--- config.mk ---
export PLATFORM = sky130hd
export DESIGN_NAME = regfile_wb_arbiter
export DESIGN_NICKNAME = d
export VERILOG_FILES = /design/src/rtl/regfile_wb_arbiter.sv
export SDC_FILE = /design/constraint.sdc
export NUM_CORES = 1
export LEC_CHECK = 0
export CORE_UTILIZATION = 40
export CTS_CLUSTER_DIAMETER = 80
export CTS_CLUSTER_SIZE = 20
export DETAILED_ROUTE_END_ITERATION = 6
export PLACE_DENSITY = 0.86
export SLEW_MARGIN = 0
export SYNTH_ARGS = -nofsm -noshare
export SYNTH_HDL_FRONTEND = slang
export SYNTH_SLANG_ARGS = --single-unit
--- constraint.sdc ---
create_clock -name CLK -period 3.8 [get_ports CLK]
set_input_delay 0.76 -clock CLK [delete_from_list [all_inputs] [get_ports CLK]]
set_output_delay 0.76 -clock CLK [all_outputs]
set_load 0.03 [all_outputs]
--- src/rtl/regfile_wb_arbiter.sv ---
// Write-back port arbiter for the 16 x 32-bit register file.
//
// Two requesters share the single register-file write port:
//   A - ALU result, B - load data from memory.
// One write is granted per cycle, with round-robin priority on ties.
//
// Ports:
//   CLK      in   system clock, rising edge
//   RESET    in   asynchronous active-high reset
//   HOLD     in   pipeline stall, blocks new grants
//   REQ_A/B  in   write request from requester A/B
//   ADDR_A/B in   destination register of A/B
//   DATA_A/B in   write data of A/B
//   GNT_A/B  out  one-cycle grant pulse to A/B
//   WR_EN    out  register-file write strobe
//   WR_ADDR  out  selected register
//   WR_DATA  out  selected data
//   REG_EN   out  one-hot per-register enable, zero when WR_EN=0
module regfile_wb_arbiter #(
  parameter int unsigned DATA_W = 32,
  parameter int unsigned ADDR_W = 4,
  parameter int unsigned NREGS  = 16
) (
  input  logic              CLK,
  input  logic              RESET,
  input  logic              HOLD,
  input  logic              REQ_A,
  input  logic [ADDR_W-1:0] ADDR_A,
  input  logic [DATA_W-1:0] DATA_A,
  output logic              GNT_A,
  input  logic              REQ_B,
  input  logic [ADDR_W-1:0] ADDR_B,
  input  logic [DATA_W-1:0] DATA_B,
  output logic              GNT_B,
  output logic              WR_EN,
  output logic [ADDR_W-1:0] WR_ADDR,
  output logic [DATA_W-1:0] WR_DATA,
  output logic [NREGS-1:0]  REG_EN
);

  typedef enum logic [1:0] {
    StIdle = 2'd0,
    StWrA  = 2'd1,
    StWrB  = 2'd2
  } state_e;

  // Encoding of the round-robin pointer: which requester was granted last.
  localparam logic LastA = 1'b0;
  localparam logic LastB = 1'b1;

  state_e            state_q, state_d;
  logic              last_q, last_d;
  logic [ADDR_W-1:0] wr_addr_q, wr_addr_d;
  logic [DATA_W-1:0] wr_data_q, wr_data_d;

  logic elig_a, elig_b;

  // A requester in its grant cycle still shows REQ for the request being
  // completed, so it must not be granted again at the next edge.
  assign elig_a = REQ_A && (state_q != StWrA);
  assign elig_b = REQ_B && (state_q != StWrB);

  always_comb begin
    state_d   = StIdle;
    last_d    = last_q;
    wr_addr_d = wr_addr_q;
    wr_data_d = wr_data_q;
    if (!HOLD) begin
      if (elig_a && (!elig_b || (last_q == LastB))) begin
        state_d   = StWrA;
        last_d    = LastA;
        wr_addr_d = ADDR_A;
        wr_data_d = DATA_A;
      end else if (elig_b) begin
        state_d   = StWrB;
        last_d    = LastB;
        wr_addr_d = ADDR_B;
        wr_data_d = DATA_B;
      end
    end
  end

  // Reset leaves LAST pointing at B so that A wins the first tie.
  always_ff @(posedge CLK or posedge RESET) begin
    if (RESET) begin
      state_q   <= StIdle;
      last_q    <= LastB;
      wr_addr_q <= '0;
      wr_data_q <= '0;
    end else begin
      state_q   <= state_d;
      last_q    <= last_d;
      wr_addr_q <= wr_addr_d;
      wr_data_q <= wr_data_d;
    end
  end

  // Outputs are pure decodes of registered state, so reset clears them at once.
  always_comb begin
    GNT_A   = (state_q == StWrA);
    GNT_B   = (state_q == StWrB);
    WR_EN   = (state_q != StIdle);
    WR_ADDR = wr_addr_q;
    WR_DATA = wr_data_q;
    REG_EN  = '0;
    if (WR_EN) begin
      REG_EN = {{(NREGS-1){1'b0}}, 1'b1} << wr_addr_q;
    end
  end

endmodule

# Yosys cells after proc, flatten, opt, wreduce, memory -nomap -nowiden
# Index checks and enable logic that the tools add are counted.
op_classes:
  eq_ne: 4
  shifts: 1
  mux: 10
  n_bitwise: 1
  n_reduce_logical: 8
ops:
  columns: ["op", "n"]
  rows:
  - ["$mux W32", 2]
  - ["$mux W16", 1]
  - ["$shl A1 B4 Y16 const A", 1]
  - ["$mux W4", 2]
  - ["$mux W2", 3]
  - ["$reduce_bool A2 Y1", 2]
  - ["$logic_and A1 B1 Y1", 3]
  - ["$eq A2 B1 Y1 const B", 1]
  - ["$eq A2 B2 Y1 const B", 1]
  - ["$mux W1", 2]
  - ["$ne A2 B1 Y1 const B", 1]
  - ["$ne A2 B2 Y1 const B", 1]
  - ["$reduce_and A2 Y1", 1]
  - ["$logic_not A1 Y1", 1]
  - ["$logic_or A1 B1 Y1", 1]
  - ["$not A1 Y1", 1]
word_totals:
  register_bits: 39
  input_bits: 77
  word_cells: 28

# Logic depth before layout (Yosys ltp)
depth:
  word_depth: 7
  mapped_depth: 7
  depth_no_buf: 4

# Worst setup path before layout
# OpenSTA, ideal clock, no wires.
synth_timing:
  path_kind: "reg-to-output"
  start: "register wr_addr_q[2] (netlist: WR_ADDR[2])"
  end: "output REG_EN[0]"
  arrival_time_ns: 1.635
  required_ns: 3.040
  slack_ns: 1.405
  stages_incl_launch_ff: 3
  cell_sequence: "dfrtp_1 -> or3_1 -> nor3_1"
synth_via:
  elab_chain_len: 2
synth_lines:
  columns: ["item", "line", "text"]
  rows:
  - ["from (decl)", "53", "logic [ADDR_W-1:0] wr_addr_q, wr_addr_d;"]
  - ["from (signal assigned)", "93", "wr_addr_q <= wr_addr_d;"]
  - ["$shl A1 B4 Y16", "107", "REG_EN = {{(NREGS-1){1'b0}}, 1'b1} << wr_addr_q;"]
  - ["$mux W16", "106", "if (WR_EN) begin"]
  - ["to (decl)", "38", "output logic [NREGS-1:0] REG_EN"]
# Every way passes these cells.

# Final worst setup path
layout_timing:
  start: "register state_q[0]"
  end: "output REG_EN[0]"
layout_via:
  elab_chain_len: 2
layout_lines:
  columns: ["item", "line", "text"]
  rows:
  - ["from (decl)", "51", "state_e state_q, state_d;"]
  - ["from (signal assigned)", "86", "state_q <= StIdle;"]
  - ["from (signal assigned)", "91", "state_q <= state_d;"]
  - ["$reduce_bool A2 Y1", "102", "WR_EN = (state_q != StIdle);"]
  - ["$mux W16", "106", null]
# Every way passes these cells.

==> metrics.md <==
| Metric | Value |
|---|---|
| # diodes | 0 |
| Int Pwr | 936 uW |
| Slew @ Worst Pin | 0.732 ns |
| Clock latency on the worst-skew pair | about 0.28 ns |
| Register Area | roughly 980 um2 |
| WL/cell | around 16 um |
| #FFs+latches synth | 39 |
| Area of the core | 5140 um2 |
| Hold Path Class | reg -> reg |
| Tcrit/Tclk final | about three quarters |
| Antenna violations before repair | 0 |
| Ys async rst share | between 90% and 100% |
| Setup WS post-layout | 0.897 ns |
| First-pass GRT wire length | approximately 11,000 um |
| Clk network pwr share | ~17% |
| Setup Skew | roughly 0.0038 ns |
| Critical path class | reg -> out |
| Max_slew headroom | between 50% and 60% |
| CTS sink count | 39 |
| Sw power | 610 uW |
| Fin. max-slew vios | 0 |
| Std-Cell Rows | 26 |
| Remaining DRCs | 0 |
| CP Capture Type | output pin |
| Clock Tree Buf Depth | 2 |
| CTS resizes | 0 |
| Peak Freq | roughly 0.34 GHz |
| Post-synth top cells | 38 x dfrtp_1, 37 x nand3_1, 36 x a21oi_1, 36 x a31oi_1, 35 x o21ai_0 |
| Hold_buf cts | 0 |
| Synth Flop Type | dfrtp_1 |
| Worst vdd ir | between 0.2 and 0.25 mV |
| Crit path arrival time | roughly 2.1 ns |
| Yosys warns | 0 |
| Initial Util | 41.7% |
| Die Span Y | around 75 um |
| Syn_nets | 331 |
| Combinational share of power | between 40% and 50% |
| Vias | 2,486 |
| Number of synthesized flops with an enable pin | 0 |
| LEAKAGE | roughly 1.3 nW |
| Sequential Power Share | 36.6% |
| Syn Inst Count | approximately 250 |
| Area delta synth->final | 65.6% |
| Reg clk slew, reported paths | approximately 0.07 ns |
| Post-CTS setup repair buffer count | 0 |
| Avg Cell Area, Syn | approximately 8.4 um2 |
| DRT Pass-1 Iters | 4 |
| Critical path fanouts, max | 6 |
| Die X | around 75 um |
| Worst endpoint required time | around 3.0 ns |
| Port buffer count | 131 |
| Setup violations, final | 0 |
| Post-Synthesis Cell Area | 2140 um2 |
| CTS root buf | clkbuf_8 |
| Startpoint Class | flip-flop |
| Total die area | 5660 um2 |
| Filler cells | ~440 |
| Seq/Total Area, Yosys | between 40% and 50% |
| Yosys top cell area share | 44.4% |
| DP HPWL | 4770 um |
| CTS H-tree depth | 2 |
| CTS tree | yes |
| Status | complete, no violations |
| Crit path cell chain | nor2_1 -> or3_1 -> nor3_1 -> clkdlybuf4s50_1 |
| Setup TNS after final layout | 0 ns |
| Reg2Reg Setup Slack | ~1.8 ns |
| Max stage delay on crit path | about 0.71 ns |
| Boundary pin count | ~130 |
| Netlist cell types | 27 |
| Share of post-route cells with drive strength above 1 | 5.35% |
| Top cells by area, synth | dfrtp_1 44%, a31oi_1 11%, nand3_1 8.6% |
| NumNets Final | 450 |
| Most frequent cell after synthesis | dfrtp_1 |
| Yosys top cell by area | dfrtp_1 |
| RSZ-0062 raised after global routing | false |
| Multi-input gate area | just over 1000 um2 |
| Routed WL | approximately 6900 um |
| Antenna-violating nets left | 0 |
| Global Route Usage Sum | roughly 25% |
| Vias in the first global route | between 2,000 and 2,500 |
| Worst path slowest cell | clkdlybuf4s50_1 |
| Gpl congestion | 0.731 |
| Post-Place Setup Slack | about 0.83 ns |
| Power Density | between 400 and 500 nW/um2 |
| Initial DRC count | ~140 |
| Max-Cap Viols | 0 |
| Sw Share | 39.5% |
| Total gr overflow | 0 |
| Largest net degree at the start of global routing | 40 |
| CTS Buf Count | 5 |
| Final hold vios | 0 |
| Vias/cell | around 5.6 |
| Min Tclk post-route | 2.90 ns |
cell usage in the layout, fill, tap and decap left out:
cell type / Yosys / routed
a2111oi_2: 1 / 1
a21oi_1: 36 / 36
a21oi_4: 1 / 1
a221o_1: 1 / 1
a31oi_1: 36 / 36
and2_1: 1 / 1
and2b_4: 1 / 1
buf_4: 4 / 6
clkbuf_1: 13 / 2
clkbuf_8: 0 / 5
clkdlybuf4s50_1: 0 / 131
clkinv_1: 0 / 1
clkinv_2: 0 / 1
dfrtp_1: 38 / 38
dfstp_2: 1 / 1
inv_1: 6 / 5
maj3_2: 2 / 2
nand2_1: 2 / 2
nand2b_1: 4 / 4
nand3_1: 37 / 37
nand3b_1: 1 / 1
nor2_1: 14 / 14
nor2b_1: 1 / 1
nor2b_4: 1 / 1
nor3_1: 6 / 6
o21ai_0: 35 / 35
o21ai_1: 1 / 1
o21ai_4: 1 / 1
o2bb2ai_1: 1 / 1
or3_1: 1 / 1
routing by layer:
| metal | routed length (um) | GRT usage [%] | vias up |
|---|---|---|---|
| met5 | 0 | 0 | - |
| met4 | 85 | 6.38 | 0 |
| met3 | 608 | 6.29 | 6 |
| met2 | 3610 | 48.2 | 116 |
| met1 | 2610 | 27.9 | 1186 |
| li1 | - | - | 1178 |
path summary, 6_finish.rpt:
check | cells after the start | from | end
max in group asynchronous | 3 | RESET | last_q
min in group asynchronous | 3 | RESET | WR_DATA[5]
worst min-delay path | 2 | WR_DATA[5] | WR_DATA[5]
worst max register to register | 5 | state_q[0] | WR_ADDR[2]
worst min register to register | 2 | WR_DATA[5] | WR_DATA[5]
worst max-delay path | 4 | state_q[0] | REG_EN[0]
sequential cells by signal (all words and copies together), names as in the netlist:
name and count:
WR_DATA 32, state_q 2, WR_ADDR 4, last_q 1
logic make-up after synthesis:
group | Yosys count | share of synthesized area (%)
compound gates | 113 | 30.4
simple gates | 69 | 16.3
flops | 39 | 45.6
buf+inv | 31 | 6.60
fa+ha+maj | 2 | 1.05
area by class of cell:
class                           instances  share of cell area [%]
Clock buffer                            7                    2.15
Clock inverter                          1                   0.141
Inverter                                6                   0.634
Multi-Input combinational cell        184                    28.9
Sequential cell                        39                    27.5
Tap cell                               70                    2.47
Timing Repair Buffer                  137                    38.2
through the flow:
stage / utilization [%] / cell area [um2] / instances / hold slack, ns / power (mW)
after floorplan: - / 2140 / 254 / 0.627 / 0.973
after global placement: 67.5 / 3470 / 436 / 0.525 / 1.27
after detailed placement: 67.5 / 3470 / 436 / 0.535 / 1.29
after CTS: 69.1 / 3550 / 444 / 0.553 / 1.56
after global routing: 69.1 / 3550 / 444 / 0.564 / 1.63
final: 69.1 / 3550 / 444 / 0.548 / 1.55
worst max-delay path: cells and delay by family (launching register included):
kind	cells	cell delay, ns
buffers and inverters	1	0.71
AND/OR/NAND/NOR	3	0.67
flip-flops	1	0.49
power groups by stage:
stage	clock (mW)	combinational, mW	sequential (mW)
after floorplan	0	0.257	0.716
after global placement	0	0.706	0.566
after detailed placement	0	0.718	0.573
after CTS	0.270	0.720	0.566
after global routing	0.286	0.769	0.577
final	0.265	0.715	0.566
No activity file was read; power rests on OpenSTA's default activity.
